`src/rtl/pipe_reader.sv`:
```
// Read-side initiator for the pipe block: fetches one frame of LINE_WIDTH*FRAME_HEIGHT
// words and streams them out through a 2-entry buffer with end-of-line/frame tags.
module pipe_reader #(
    parameter int DATA_WIDTH   = 18,
    parameter int LINE_WIDTH   = 640,
    parameter int FRAME_HEIGHT = 480
) (
    input  logic                  clk,
    input  logic                  rst,
    input  logic                  start,
    output logic                  pipe_read_req,
    input  logic                  pipe_read_ack,
    input  logic [DATA_WIDTH-1:0] pipe_read_data,
    output logic                  out_valid,
    input  logic                  out_ready,
    output logic [DATA_WIDTH-1:0] out_data,
    output logic                  out_eol,
    output logic                  out_eof,
    output logic                  busy,
    output logic                  frame_done
);

    localparam int TOTAL = LINE_WIDTH * FRAME_HEIGHT;
    localparam int COL_W = $clog2(LINE_WIDTH);
    localparam int ROW_W = (FRAME_HEIGHT > 1) ? $clog2(FRAME_HEIGHT) : 1;
    localparam int CNT_W = $clog2(TOTAL + 1);

    localparam logic [COL_W-1:0] COL_LAST   = COL_W'(LINE_WIDTH - 1);
    localparam logic [ROW_W-1:0] ROW_LAST   = ROW_W'(FRAME_HEIGHT - 1);
    localparam logic [CNT_W-1:0] TOTAL_N    = CNT_W'(TOTAL);
    localparam logic [CNT_W-1:0] LAST_INDEX = CNT_W'(TOTAL - 1);

    localparam logic [1:0] S_IDLE  = 2'd0;
    localparam logic [1:0] S_FETCH = 2'd1;
    localparam logic [1:0] S_DRAIN = 2'd2;

    logic [1:0]       state_q, state_d;
    logic [COL_W-1:0] col_q, col_d;
    logic [ROW_W-1:0] row_q, row_d;
    logic [CNT_W-1:0] fetched_q, fetched_d;
    logic [1:0]       count_q, count_d;
    logic             rd_ptr_q, rd_ptr_d;
    logic             wr_ptr_q, wr_ptr_d;
    logic             frame_done_q, frame_done_d;

    logic [DATA_WIDTH-1:0] buf_data_q [2];
    logic [1:0]            buf_eol_q;
    logic [1:0]            buf_eof_q;

    logic push;
    logic pop;
    logic tag_eol;
    logic tag_eof;
    logic head_idx;

    assign pipe_read_req = (state_q == S_FETCH) && (count_q < 2'd2) && (fetched_q < TOTAL_N);
    assign push          = pipe_read_req && pipe_read_ack;
    assign out_valid     = (count_q != 2'd0);
    assign pop           = out_valid && out_ready;
    assign tag_eol       = (col_q == COL_LAST);
    assign tag_eof       = tag_eol && (row_q == ROW_LAST);

    // When empty, point at the slot popped last so the output word holds its value.
    assign head_idx   = out_valid ? rd_ptr_q : ~rd_ptr_q;
    assign out_data   = buf_data_q[head_idx];
    assign out_eol    = buf_eol_q[head_idx];
    assign out_eof    = buf_eof_q[head_idx];
    assign busy       = (state_q != S_IDLE);
    assign frame_done = frame_done_q;

    always_comb begin
        // NOTE: every next-state signal gets a default first so no path leaves it unassigned (no latches).
        state_d      = state_q;
        col_d        = col_q;
        row_d        = row_q;
        fetched_d    = fetched_q;
        frame_done_d = 1'b0;

        unique case (state_q)
            S_IDLE: begin
                if (start) begin
                    state_d   = S_FETCH;
                    col_d     = '0;
                    row_d     = '0;
                    fetched_d = '0;
                end
            end
            S_FETCH: begin
                if (push) begin
                    fetched_d = fetched_q + 1'b1;
                    col_d     = tag_eol ? '0 : col_q + 1'b1;
                    if (tag_eol) row_d = row_q + 1'b1;
                    if (fetched_q == LAST_INDEX) state_d = S_DRAIN;
                end
            end
            S_DRAIN: begin
                if (pop && out_eof) begin
                    state_d      = S_IDLE;
                    frame_done_d = 1'b1;
                end
            end
            default: state_d = S_IDLE;
        endcase
    end

    always_comb begin
        count_d  = count_q;
        rd_ptr_d = pop ? ~rd_ptr_q : rd_ptr_q;
        wr_ptr_d = push ? ~wr_ptr_q : wr_ptr_q;
        unique case ({push, pop})
            2'b10:   count_d = count_q + 2'd1;
            2'b01:   count_d = count_q - 2'd1;
            default: count_d = count_q;
        endcase
    end

    always_ff @(posedge clk) begin
        // NOTE: sequential state uses non-blocking assignments so every register sees pre-edge values.
        if (rst) begin
            state_q      <= S_IDLE;
            col_q        <= '0;
            row_q        <= '0;
            fetched_q    <= '0;
            count_q      <= '0;
            rd_ptr_q     <= 1'b0;
            wr_ptr_q     <= 1'b0;
            frame_done_q <= 1'b0;
        end else begin
            state_q      <= state_d;
            col_q        <= col_d;
            row_q        <= row_d;
            fetched_q    <= fetched_d;
            count_q      <= count_d;
            rd_ptr_q     <= rd_ptr_d;
            wr_ptr_q     <= wr_ptr_d;
            frame_done_q <= frame_done_d;
        end
    end

    always_ff @(posedge clk) begin
        // NOTE: the two buffer slots are reset because they drive the outputs directly, which must read 0 after reset.
        if (rst) begin
            for (int i = 0; i < 2; i++) buf_data_q[i] <= '0;
            buf_eol_q <= '0;
            buf_eof_q <= '0;
        end else if (push) begin
            buf_data_q[wr_ptr_q] <= pipe_read_data;
            buf_eol_q[wr_ptr_q]  <= tag_eol;
            buf_eof_q[wr_ptr_q]  <= tag_eof;
        end
    end

endmodule

```
`config.mk`:
```
export PLATFORM = sky130hd
export DESIGN_NAME = pipe_reader
export DESIGN_NICKNAME = d
export VERILOG_FILES = /design/src/rtl/pipe_reader.sv
export SDC_FILE = /design/constraint.sdc
export NUM_CORES = 1
export LEC_CHECK = 0
export CAP_MARGIN = 25
export CORE_ASPECT_RATIO = 1.75
export CORE_MARGIN = 2
export CORE_UTILIZATION = 59
export CTS_CLUSTER_DIAMETER = 60
export DETAILED_ROUTE_END_ITERATION = 7
export GPL_TIMING_DRIVEN = 0
export PLACE_DENSITY = 0.95
export REMOVE_ABC_BUFFERS = 1
export SYNTH_ARGS = -nofsm -noshare
export SYNTH_HDL_FRONTEND = slang
export SYNTH_SLANG_ARGS = --single-unit
```
`constraint.sdc`:
```
create_clock -name clk -period 5.35 [get_ports clk]
set_input_delay 1.3375 -clock clk [delete_from_list [all_inputs] [get_ports clk]]
set_output_delay 1.3375 -clock clk [all_outputs]
set_load 0.02 [all_outputs]
```
==> results.txt, run 1 <==
----------------------------------------------------
[CTS]
  Number of buffers inserted to repair setup after CTS ... 0
  Number of cells upsized or downsized after cts ... 0
  Clock slew seen by the registers of the worst setup and hold paths ... 0.06 ns
  Root Buffer Master ... sky130_fd_sc_hd__clkbuf_16
  Clock tree from TritonCTS ... built
  Clock Sink Count ... 85
  Clock latency at the later pin of the worst-skew pair ... 0.34 ns
  CTS Buf Count ... 9
  Number of H-tree levels ... 3
  Number of buffers between clock root and the deepest sink ... 2
  Number of hold-repair buffers added at the cts stage ... 0

[Global route]
  Pin count of the biggest net entering global routing ... 26
  GR Util met2 ... 0.491
  Residual overflow from global routing ... 0
  Global-route wire length before repair ... 15,300 um
  Top Usage Layer GRT ... met2
  Global Route met1 Usage ... 0.278
  Met3 usage ... 0.0562
  Overall fraction of global-route tracks in use ... 0.267
  Number of antenna violations at the first check in global routing ... 0
  Number of global-route vias before repair ... around 3,200

[Worst hold path]
  Worst min-delay path endpoint ... buf_eol_q[1]$_SDFFE_PP0P_
  Critical hold path startpoint ... buf_eol_q[1]$_SDFFE_PP0P_
  Worst min-delay path category ... flip-flop to flip-flop
  Number of cells on the worst hold path ... 2

[Synth]
  Area share of the largest cell type after synthesis ... 0.265
  Syn Std Cell Area ... a little over 0.004 mm2
  Commonest cells post-synth ... sky130_fd_sc_hd__dfxtp_1 (49), sky130_fd_sc_hd__and2_1 (40), sky130_fd_sc_hd__edfxtp_1 (36)
  Primary flip-flop cell chosen by synthesis mapping ... sky130_fd_sc_hd__dfxtp_1
  Synth unique cells ... 60
  Seq cells post-synth ... 85
  Number of enable-type register cells in the synthesized netlist ... 36
  Per-instance average area after synthesis ... 9.98 um2
  Synthesis Warnings ... 0
  Portion of the post-synthesis area used by sequential elements ... 0.505
  Async SR Flop Fraction ... 0
  Cell count after synthesis ... 409
  Cell type with the largest total area after synthesis ... sky130_fd_sc_hd__edfxtp_1
  Biggest area contributors in the synthesized netlist ... sky130_fd_sc_hd__edfxtp_1 (26%), sky130_fd_sc_hd__dfxtp_1 (24%), sky130_fd_sc_hd__and2_1 (6.1%)
  Cell with the most instances after synthesis ... sky130_fd_sc_hd__dfxtp_1

[Worst setup path]
  R2R setup slack ... 2.36 ns
  Critical Path Start Type ... flip-flop
  Data arrival time of the worst path ... roughly 2.9 ns
  Number of buffers and inverters on the critical path ... 1
  Crit path depth ... 3
  Launch instance of the worst register-to-register path ... state_q[0]$_SDFFE_PP0P_
  Largest delay share family, worst path ... simple AND/OR/NAND/NOR gates
  Capturing element type of the critical path ... output pin
  Cell-by-cell listing of the critical path ... nand2b_1 -> nor4b_1 -> clkdlybuf4s50_1
  Worst reg-to-reg path cell count ... 6
  Highest-delay cell along the critical path ... sky130_fd_sc_hd__dfxtp_1
  Capturing point of the worst reg2reg path ... col_q[7]$_SDFFE_PP0P_
  Maximum fanout encountered on the critical timing path ... 21
  Startpoint-to-endpoint class of the critical path ... flip-flop to output pin
  Required arrival time at the worst endpoint ... ~4.0 ns
  Crit-path max cell delay ... 0.77 ns

[Cells and area]
  # nets final ... 473
  Sequential cell area ... 0.00206 mm2
  Filler Cell Count ... 454
  Area overhead of the layout relative to synthesis ... 20.9%
  Ant diodes ... 0
  Fraction of layout instances using a drive strength above 1 ... 0.113
  Combined area of the multi-input logic cells ... 0.00192 mm2

[Floorplanning]
  Die width ... 66.9 um
  Area enclosed by the die boundary ... ~0.0076 mm2
  Die height ... 114 um
  I/O Pins ... 47
  Initial cell density of the core ... 0.600
  Core region area ... 0.00681 mm2
  Row cnt ... 40

[Timing]
  Final worst slack ... roughly 1.2 ns
  Final setup violation count ... 0
  Min Clock Period, post-route ... 4.20 ns
  Share of the cycle needed by the critical path after routing ... 0.784
  Hold Fails Final Rpt ... 0
  Transition at the pin with the smallest max-transition slack ... 1.03 ns
  Total Negative Setup Slacks ... 0 ns
  Setup Skew ... 0.00779 ns
  Maximum clock frequency ... 238 MHz
  Rel. slew slack ... 0.312
  Slew Limit Fails ... 0
  Unrepaired setup endpoints after global routing ... no

[Routing]
  Detailed router's first-iteration violation count ... ~350
  Total detailed-routing wirelength ... a little under 10,000 um
  Post-DRT Antenna Nets ... 0
  Per-cell routed wire length ... 18.2 um
  DR DRC count ... 0
  First-pass iteration count of the detailed router ... 5
  Count of vias placed by the detailed router ... ~3,400
  Routed vias/inst ... 6.36

[Placed design]
  Placed wire-length estimate ... 6420 um
  Final weighted congestion in routability-driven placement ... 0.803
  Worst slack at placement ... 1.22 ns
  Count of buffers inserted at the top-level ports ... 46

[Job]
  Number of violations of the max-capacitance limit ... 0

[Pwr]
  PwrDens ... 386 mW/mm2
  Leakage ... about 1.7 nW
  VDD IR-drop max ... 0.258 mV

[Run status]
  Outcome ... complete, no violations

----------------------------------------------------
-- power breakdown --
group,switching (mW),total (mW),internal [mW]
registers,0.0190,0.722,0.703
clock network,0.243,0.698,0.455
logic,0.241,0.484,0.244
-- worst max-delay path by stage --
stage,endpoint,startpoint
floorplan,buf_data_q[0][0]$_SDFFCE_PN0P_,pipe_read_ack
global placement,buf_data_q[0][7]$_SDFFCE_PN0P_,rst
detailed placement,buf_data_q[1][7]$_SDFFCE_PN0P_,rst
CTS,pipe_read_req,state_q[0]$_SDFFE_PP0P_
global route,pipe_read_req,state_q[0]$_SDFFE_PP0P_
finish,pipe_read_req,state_q[0]$_SDFFE_PP0P_
-- through the flow --
stage / std cells / hold WS, ns / power, mW / instance area (um2) / util
floorplan: 386 / 0.422 / 1.01 / 3980 / -
global placement: 516 / 0.438 / 1.18 / 4540 / 0.668
detailed placement: 519 / 0.461 / 1.22 / 4600 / 0.676
CTS: 535 / 0.469 / 1.91 / 4940 / 0.725
global route: 535 / 0.482 / 1.97 / 4940 / 0.725
finish: 535 / 0.468 / 1.90 / 4940 / 0.725
-- cells by family after synthesis --
group	synth area share
compound gates	0.151
xor+xnor	0.0129
fa+ha+maj	0.0123
buf+inv	0.0270
flops	0.505
mux	0.0653
simple gates	0.227
-- metal layers --
layer | part of all wire | wire [um]
met1 | 0.37 | 3580
met5 | 0 | 0
met3 | 0.055 | 532
met2 | 0.55 | 5360
met4 | 0.028 | 274
-- area by class of cell --
class                           count  area share
Clock inverter                      5      0.0203
Clock buffer                       11      0.0471
Sequential cell                    85       0.418
Timing Repair Buffer               49       0.103
Inverter                            2     0.00152
Multi-Input combinational cell    299       0.389
Tap cell                           84      0.0213
-- flip-flops by register name (all words and copies together) (netlist names) --
name	flops
buf_data_q	36
buf_eof_q	2
buf_eol_q	2
col_q	10
count_q	2
fetched_q	19
frame_done	1
rd_ptr_q	1
row_q	9
state_q	2
wr_ptr_q	1
-- cell usage in the layout (no fill, tap or decap), types with 2 or more instances in the layout --
| cell | n |
|---|---|
| sky130_fd_sc_hd__nor4b_1 | 2 |
| sky130_fd_sc_hd__a311oi_1 | 4 |
| sky130_fd_sc_hd__nor2_1 | 30 |
| sky130_fd_sc_hd__mux2_2 | 21 |
| sky130_fd_sc_hd__o311ai_0 | 5 |
| sky130_fd_sc_hd__dfxtp_1 | 49 |
| sky130_fd_sc_hd__clkbuf_1 | 2 |
| sky130_fd_sc_hd__o31ai_1 | 2 |
| sky130_fd_sc_hd__or2_2 | 3 |
| sky130_fd_sc_hd__bufinv_16 | 3 |
| sky130_fd_sc_hd__o41ai_1 | 2 |
| sky130_fd_sc_hd__ha_1 | 4 |
| sky130_fd_sc_hd__xnor2_1 | 4 |
| sky130_fd_sc_hd__clkbuf_16 | 9 |
| sky130_fd_sc_hd__nor4_1 | 4 |
| sky130_fd_sc_hd__nor3_2 | 2 |
| sky130_fd_sc_hd__nand2b_1 | 5 |
| sky130_fd_sc_hd__a211oi_1 | 5 |
| sky130_fd_sc_hd__o32ai_1 | 2 |
| sky130_fd_sc_hd__clkdlybuf4s50_1 | 46 |
| sky130_fd_sc_hd__o21ai_0 | 18 |
| sky130_fd_sc_hd__nand2_1 | 31 |
| sky130_fd_sc_hd__and2_1 | 40 |
| sky130_fd_sc_hd__or3_1 | 3 |
| sky130_fd_sc_hd__a21oi_1 | 27 |
| sky130_fd_sc_hd__nand3_1 | 20 |
| sky130_fd_sc_hd__nand4_1 | 4 |
| sky130_fd_sc_hd__edfxtp_1 | 36 |
| sky130_fd_sc_hd__a21o_1 | 2 |
| sky130_fd_sc_hd__a31oi_1 | 9 |
| sky130_fd_sc_hd__a41oi_1 | 3 |
| sky130_fd_sc_hd__clkinv_2 | 2 |
| sky130_fd_sc_hd__mux2i_1 | 3 |
| sky130_fd_sc_hd__nor3_1 | 12 |
| sky130_fd_sc_hd__and3_1 | 7 |
-- tightest hold or removal path, stage by stage, from the launching register on --
cell	delay, ns
sky130_fd_sc_hd__dfxtp_1	0.31
sky130_fd_sc_hd__nand2_1	0.06
sky130_fd_sc_hd__a21oi_1	0.06
Power figures use the tool's default switching activity.
==> run 2, diff against run 1 <==
- CORE_UTILIZATION: 59 -> 56
- PLACE_DENSITY: 0.95 -> 0.92
- clock period: 5.35 -> 4.1 ns (I/O delays scaled with it)
==> results.txt, run 2 (synthesis results as in run 1) <==
----------------------------------------------------
[Pwr]
  VDD IR-drop max ... 0.276 mV
  Leakage ... 1.70 nW
  Power after layout ... around 2.4 mW
  PwrDens ... ~490 mW/mm2

[Timing]
  Rel. slew slack ... 0.296
  Hold Fails Final Rpt ... 0
  Share of the cycle needed by the critical path after routing ... 0.913
  Maximum clock frequency ... roughly 270 MHz
  Slew Limit Fails ... 0
  Setup Skew ... just over 0.005 ns
  Total Negative Setup Slacks ... 0 ns
  Min Clock Period, post-route ... 3.74 ns
  Final setup violation count ... 0
  Transition at the pin with the smallest max-transition slack ... 1.06 ns
  Unrepaired setup endpoints after global routing ... no

[Placed design]
  Placed wire-length estimate ... 6200 um
  Final weighted congestion in routability-driven placement ... around 0.80
  Instance count after placement with tap cells included ... 520
  Placed inst area ... 0.00461 mm2
  Count of buffers inserted at the top-level ports ... 46

[Floorplanning]
  Die height ... 117 um
  Area enclosed by the die boundary ... 0.00801 mm2
  Die width ... 68.5 um
  Initial cell density of the core ... 0.572
  I/O Pins ... 47
  Core region area ... 0.00713 mm2
  Row cnt ... 41

[CTS]
  CTS Buf Count ... 9
  Root Buffer Master ... sky130_fd_sc_hd__clkbuf_16
  Number of buffers inserted to repair setup after CTS ... 0
  Clock Sink Count ... 85
  Number of cells upsized or downsized after cts ... 0
  Number of hold-repair buffers added at the cts stage ... 0
  Clock slew seen by the registers of the worst setup and hold paths ... roughly 0.060 ns
  Number of H-tree levels ... 3
  Clock tree from TritonCTS ... built
  Number of buffers between clock root and the deepest sink ... 2
  Clock latency at the later pin of the worst-skew pair ... 0.34 ns

[Global route]
  Residual overflow from global routing ... 0
  Global-route wire length before repair ... 15,000 um
  Number of antenna violations at the first check in global routing ... 0
  Overall fraction of global-route tracks in use ... 0.249
  Number of global-route vias before repair ... 3,370
  Pin count of the biggest net entering global routing ... 25

[Worst setup path]
  Worst reg-to-reg path cell count ... 6
  Data arrival time of the worst path ... 2.72 ns
  Maximum fanout encountered on the critical timing path ... 21
  Required arrival time at the worst endpoint ... approximately 3.1 ns
  Crit-path max cell delay ... 0.78 ns
  Capturing point of the worst reg2reg path ... col_q[7]$_SDFFE_PP0P_
  Crit path depth ... 3
  Number of buffers and inverters on the critical path ... 1
  Cell-by-cell listing of the critical path ... nand2b_1 -> nor4b_1 -> clkdlybuf4s50_1
  Largest delay share family, worst path ... simple AND/OR/NAND/NOR gates
  R2R setup slack ... 1.03 ns
  Launch instance of the worst register-to-register path ... state_q[0]$_SDFFE_PP0P_
  Capturing element type of the critical path ... output pin
  Worst Setup SP ... state_q[0]$_SDFFE_PP0P_
  End point of the critical path ... pipe_read_req
  Startpoint-to-endpoint class of the critical path ... flip-flop to output pin
  Critical Path Start Type ... flip-flop
  Highest-delay cell along the critical path ... sky130_fd_sc_hd__dfxtp_1

[Run status]
  Outcome ... complete, no violations

[Cells and area]
  Commonest cells after routing, fill and taps aside ... sky130_fd_sc_hd__dfxtp_1 (49), sky130_fd_sc_hd__clkdlybuf4s50_1 (46), sky130_fd_sc_hd__and2_1 (40)
  Number of flip-flops in the largest register ... 36
  Most flop-heavy register ... buf_data_q
  # nets final ... approximately 470
  Fraction of layout instances using a drive strength above 1 ... 0.111
  Area overhead of the layout relative to synthesis ... 20.4%
  Ant diodes ... 0
  Most common library cell in the layout ignoring fill and taps ... sky130_fd_sc_hd__dfxtp_1
  Post-layout util ... 0.689
  Post-route insts no fill ... 536
  Filler Cell Count ... 518
  Registers with the highest flip-flop counts ... buf_data_q x36, fetched_q x19, col_q x10
  Cell area after layout ... 0.00491 mm2

[Routing]
  Count of vias placed by the detailed router ... roughly 3,300
  Routed vias/inst ... 6.24
  Total detailed-routing wirelength ... 9300 um
  First-pass iteration count of the detailed router ... 4
  Per-cell routed wire length ... 17.3 um
  DR DRC count ... 0
  Post-DRT Antenna Nets ... 0
  Detailed router's first-iteration violation count ... approximately 270

[Job]
  Number of violations of the max-capacitance limit ... 0

[Worst hold path]
  Worst min-delay path category ... flip-flop to flip-flop

----------------------------------------------------
[run 2: cell types whose count changed in the layout (fill, tap and decap cells not counted)]
| cell | before | now |
|---|---|---|
| sky130_fd_sc_hd__clkinvlp_4 | 0 | 1 |
| sky130_fd_sc_hd__nor3_1 | 12 | 11 |
| sky130_fd_sc_hd__clkinv_1 | 1 | 2 |
| sky130_fd_sc_hd__bufinv_16 | 3 | 2 |
| sky130_fd_sc_hd__buf_2 | 1 | 0 |
| sky130_fd_sc_hd__nor3_2 | 2 | 3 |
| sky130_fd_sc_hd__clkinv_2 | 2 | 1 |
[run 2: area by class of cell]
| class | count | area (um2) | share of cell area |
|---|---|---|---|
| Multi-Input combinational cell | 299 | 1930 | 0.392 |
| Tap cell | 86 | 108 | 0.0219 |
| Sequential cell | 85 | 2060 | 0.420 |
| Timing Repair Buffer | 48 | 503 | 0.102 |
| Inverter | 2 | 7.51 | 0.00153 |
| Clock buffer | 11 | 233 | 0.0474 |
| Clock inverter | 5 | 76.3 | 0.0155 |
[run 2: worst register-to-register path: cells and delay by family (launching register included)]
| family | cells | cell delay (ns) |
|---|---|---|
| flops | 1 | 0.78 |
| compound gates | 3 | 1.50 |
| simple gates | 2 | 0.41 |
| buf+inv | 1 | 0.25 |
[run 2: layer usage]
layer	wire [um]	GRT usage	vias to the layer above
li1	-	-	1590
met2	5110	0.459	112
met5	0	0	-
met4	186	0.119	0
met1	3520	0.254	1625
met3	480	0.0535	19
[run 2: how the worst min path moves through the flow]
stage | from | end | slack, ns | cells after the start
after detailed placement | col_q[9]$_SDFFE_PP0P_ | col_q[9]$_SDFFE_PP0P_ | 0.46 | 1
after global placement | row_q[8]$_SDFFE_PP0P_ | row_q[8]$_SDFFE_PP0P_ | 0.44 | 1
final | buf_eol_q[1]$_SDFFE_PP0P_ | buf_eol_q[1]$_SDFFE_PP0P_ | 0.47 | 2
after global routing | buf_eol_q[1]$_SDFFE_PP0P_ | buf_eol_q[1]$_SDFFE_PP0P_ | 0.49 | 2
after CTS | buf_eol_q[1]$_SDFFE_PP0P_ | buf_eol_q[1]$_SDFFE_PP0P_ | 0.48 | 2
after floorplan | col_q[9]$_SDFFE_PP0P_ | col_q[9]$_SDFFE_PP0P_ | 0.42 | 1
[run 2: where the power goes]
group / switching (mW) / internal, mW / total [mW]
Combinational: 0.310 / 0.317 / 0.627
Clock: 0.312 / 0.530 / 0.842
Sequential: 0.0250 / 0.918 / 0.943
Total: 0.647 / 1.77 / 2.41
[run 2: through the flow]
step / hold WS (ns) / setup WS (ns)
floorplan: 0.422 / 0.710
global route: 0.486 / 0.117
CTS: 0.476 / 0.356
detailed placement: 0.462 / 0.214
finish: 0.474 / 0.357
global placement: 0.441 / -0.941
==> run 3, diff against run 2 <==
- MAX_ROUTING_LAYER: not set -> met4
==> results.txt, run 3 (synthesis results as in run 1) <==
----------------------------------------------------
[CTS]
  Clock latency at the later pin of the worst-skew pair ... ~0.34 ns
  Number of H-tree levels ... 3
  Root Buffer Master ... sky130_fd_sc_hd__clkbuf_16
  CTS Buf Count ... 9
  Number of hold-repair buffers added at the cts stage ... 0
  Clock slew seen by the registers of the worst setup and hold paths ... 0.06 ns
  Clock tree from TritonCTS ... built
  Clock Sink Count ... 85
  Number of cells upsized or downsized after cts ... 0
  Number of buffers inserted to repair setup after CTS ... 0
  Number of buffers between clock root and the deepest sink ... 2

[Pwr]
  Leakage ... 1.70 nW
  Combinational group share of total power ... 0.260
  Switching power as a share of total power ... 0.268
  Clock network fraction of design power ... 0.349
  PwrDens ... 491 mW/mm2
  Switch Pwr ... 0.648 mW
  Sequential fraction of design power ... 0.391
  VDD IR-drop max ... 0.276 mV
  Internal power summed over all cells ... 1.77 mW

[Worst setup path]
  Launch instance of the worst register-to-register path ... state_q[0]$_SDFFE_PP0P_
  Capturing point of the worst reg2reg path ... col_q[7]$_SDFFE_PP0P_
  Data arrival time of the worst path ... 2.72 ns
  Critical Path Start Type ... flip-flop
  Required arrival time at the worst endpoint ... 3.07 ns
  Startpoint-to-endpoint class of the critical path ... flip-flop to output pin
  Worst reg-to-reg path cell count ... 6
  R2R setup slack ... 1.02 ns
  Worst Setup SP ... state_q[0]$_SDFFE_PP0P_
  Capturing element type of the critical path ... output pin
  Maximum fanout encountered on the critical timing path ... 21

[Timing]
  Hold Fails Final Rpt ... 0
  Final worst slack ... about 0.36 ns
  Unrepaired setup endpoints after global routing ... no
  Slew Limit Fails ... 0
  Setup Skew ... 0.00505 ns
  Min Clock Period, post-route ... 3.74 ns
  Final setup violation count ... 0
  Transition at the pin with the smallest max-transition slack ... roughly 1.1 ns
  Rel. slew slack ... 0.287
  Hold WS ... roughly 0.48 ns
  Maximum clock frequency ... 267 MHz
  Share of the cycle needed by the critical path after routing ... 0.913

[Routing]
  Met3 WL post-DR ... 459 um
  Detailed router's first-iteration violation count ... 281
  Routed vias/inst ... 6.26
  Total detailed-routing wirelength ... 9250 um
  Top metal layer carrying routed signals ... met4
  DR DRC count ... 0
  Routed length on met1 ... about 3500 um
  Count of vias placed by the detailed router ... 3,357
  Post-DRT Antenna Nets ... 0
  Per-cell routed wire length ... 17.3 um
  Wire length on met2 ... 5060 um
  First-pass iteration count of the detailed router ... 4

[Cells and area]
  Post-layout util ... 0.689
  Combined area of the multi-input logic cells ... 0.00193 mm2
  Post-route insts no fill ... between 500 and 600
  Cell area after layout ... a little under 0.005 mm2
  Ant diodes ... 0
  Filler Cell Count ... roughly 520
  Most common library cell in the layout ignoring fill and taps ... sky130_fd_sc_hd__dfxtp_1
  Registers with the highest flip-flop counts ... buf_data_q x36, fetched_q x19, col_q x10
  Sequential cell area ... 0.00206 mm2
  Area overhead of the layout relative to synthesis ... 20.4%
  # nets final ... 472
  Commonest cells after routing, fill and taps aside ... sky130_fd_sc_hd__dfxtp_1 (49), sky130_fd_sc_hd__clkdlybuf4s50_1 (46), sky130_fd_sc_hd__and2_1 (40)
  Most flop-heavy register ... buf_data_q
  Number of flip-flops in the largest register ... 36
  Fraction of layout instances using a drive strength above 1 ... 0.111

[Floorplanning]
  Initial cell density of the core ... 0.572
  Die height ... between 100 and 150 um
  Die width ... approximately 69 um
  Area enclosed by the die boundary ... 0.00801 mm2
  Row cnt ... 41
  I/O Pins ... 47
  Core region area ... between 0.007 and 0.008 mm2

[Global route]
  Overall fraction of global-route tracks in use ... 0.256
  Number of antenna violations at the first check in global routing ... 0
  Number of global-route vias before repair ... roughly 3,400
  Pin count of the biggest net entering global routing ... 25
  Global-route wire length before repair ... around 15,000 um
  Residual overflow from global routing ... 0

[Worst hold path]
  Worst min-delay path endpoint ... buf_eol_q[1]$_SDFFE_PP0P_
  Number of cells on the worst hold path ... 2
  Critical hold path startpoint ... buf_eol_q[1]$_SDFFE_PP0P_
  Worst min-delay path category ... flip-flop to flip-flop

[Run status]
  Outcome ... complete, no violations

[Job]
  Number of violations of the max-capacitance limit ... 0

[Placed design]
  Instance count after placement with tap cells included ... 520
  Count of buffers inserted at the top-level ports ... 46
  Placed inst area ... between 0.004 and 0.005 mm2
  Final weighted congestion in routability-driven placement ... 0.813
  Worst slack at placement ... 0.214 ns
  Placed wire-length estimate ... between 6000 and 7000 um

----------------------------------------------------
==> run 3: cell counts in the layout (fill, tap and decap cells not counted) <==
Identical to the previous run, type by type.
==> run 3: routing by layer <==
layer  track usage  vias to the layer above
met5             -                        -
met4         0.123                        0
met3        0.0535                       17
met2         0.458                       97
met1         0.253                     1649
li1              -                     1594
==> run 3: worst max path at each step <==
stage | end | slack [ns] | cells after the start
final | pipe_read_req | 0.36 | 3
after global routing | pipe_read_req | 0.13 | 3
after CTS | pipe_read_req | 0.36 | 3
after detailed placement | buf_data_q[1][0]$_SDFFCE_PN0P_ | 0.21 | 4
after global placement | buf_data_q[0][14]$_SDFFCE_PN0P_ | -0.94 | 3
after floorplan | buf_data_q[0][0]$_SDFFCE_PN0P_ | 0.71 | 4
==> run 3: area by class of cell <==
class / instances / area share
Timing Repair Buffer: 48 / 0.102
Multi-Input combinational cell: 299 / 0.392
Inverter: 2 / 0.00153
Sequential cell: 85 / 0.420
Tap cell: 86 / 0.0219
Clock buffer: 11 / 0.0474
Clock inverter: 5 / 0.0155
==> run 3: critical path, cell delays in order, from the launching register on <==
cell and delay [ns]:
sky130_fd_sc_hd__dfxtp_1 0.78, sky130_fd_sc_hd__nand2b_1 0.53, sky130_fd_sc_hd__nor4b_1 0.40, sky130_fd_sc_hd__clkdlybuf4s50_1 0.66
==> run 3: power by group through the flow <==
stage	registers [mW]	clock network (mW)	logic [mW]
6_report	0.943	0.843	0.627
5_1_grt	0.948	0.884	0.678
4_1_cts	0.943	0.852	0.637
3_5_place_dp	0.960	0	0.628
3_3_place_gp	0.956	0	0.591
2_1_floorplan	0.952	0	0.365
==> run 3: stage by stage <==
step / setup TNS (ns) / total power, mW
6_report: 0 / 2.41
2_1_floorplan: 0 / 1.32
3_5_place_dp: 0 / 1.59
5_1_grt: 0 / 2.51
4_1_cts: 0 / 2.43
3_3_place_gp: -33.49 / 1.55
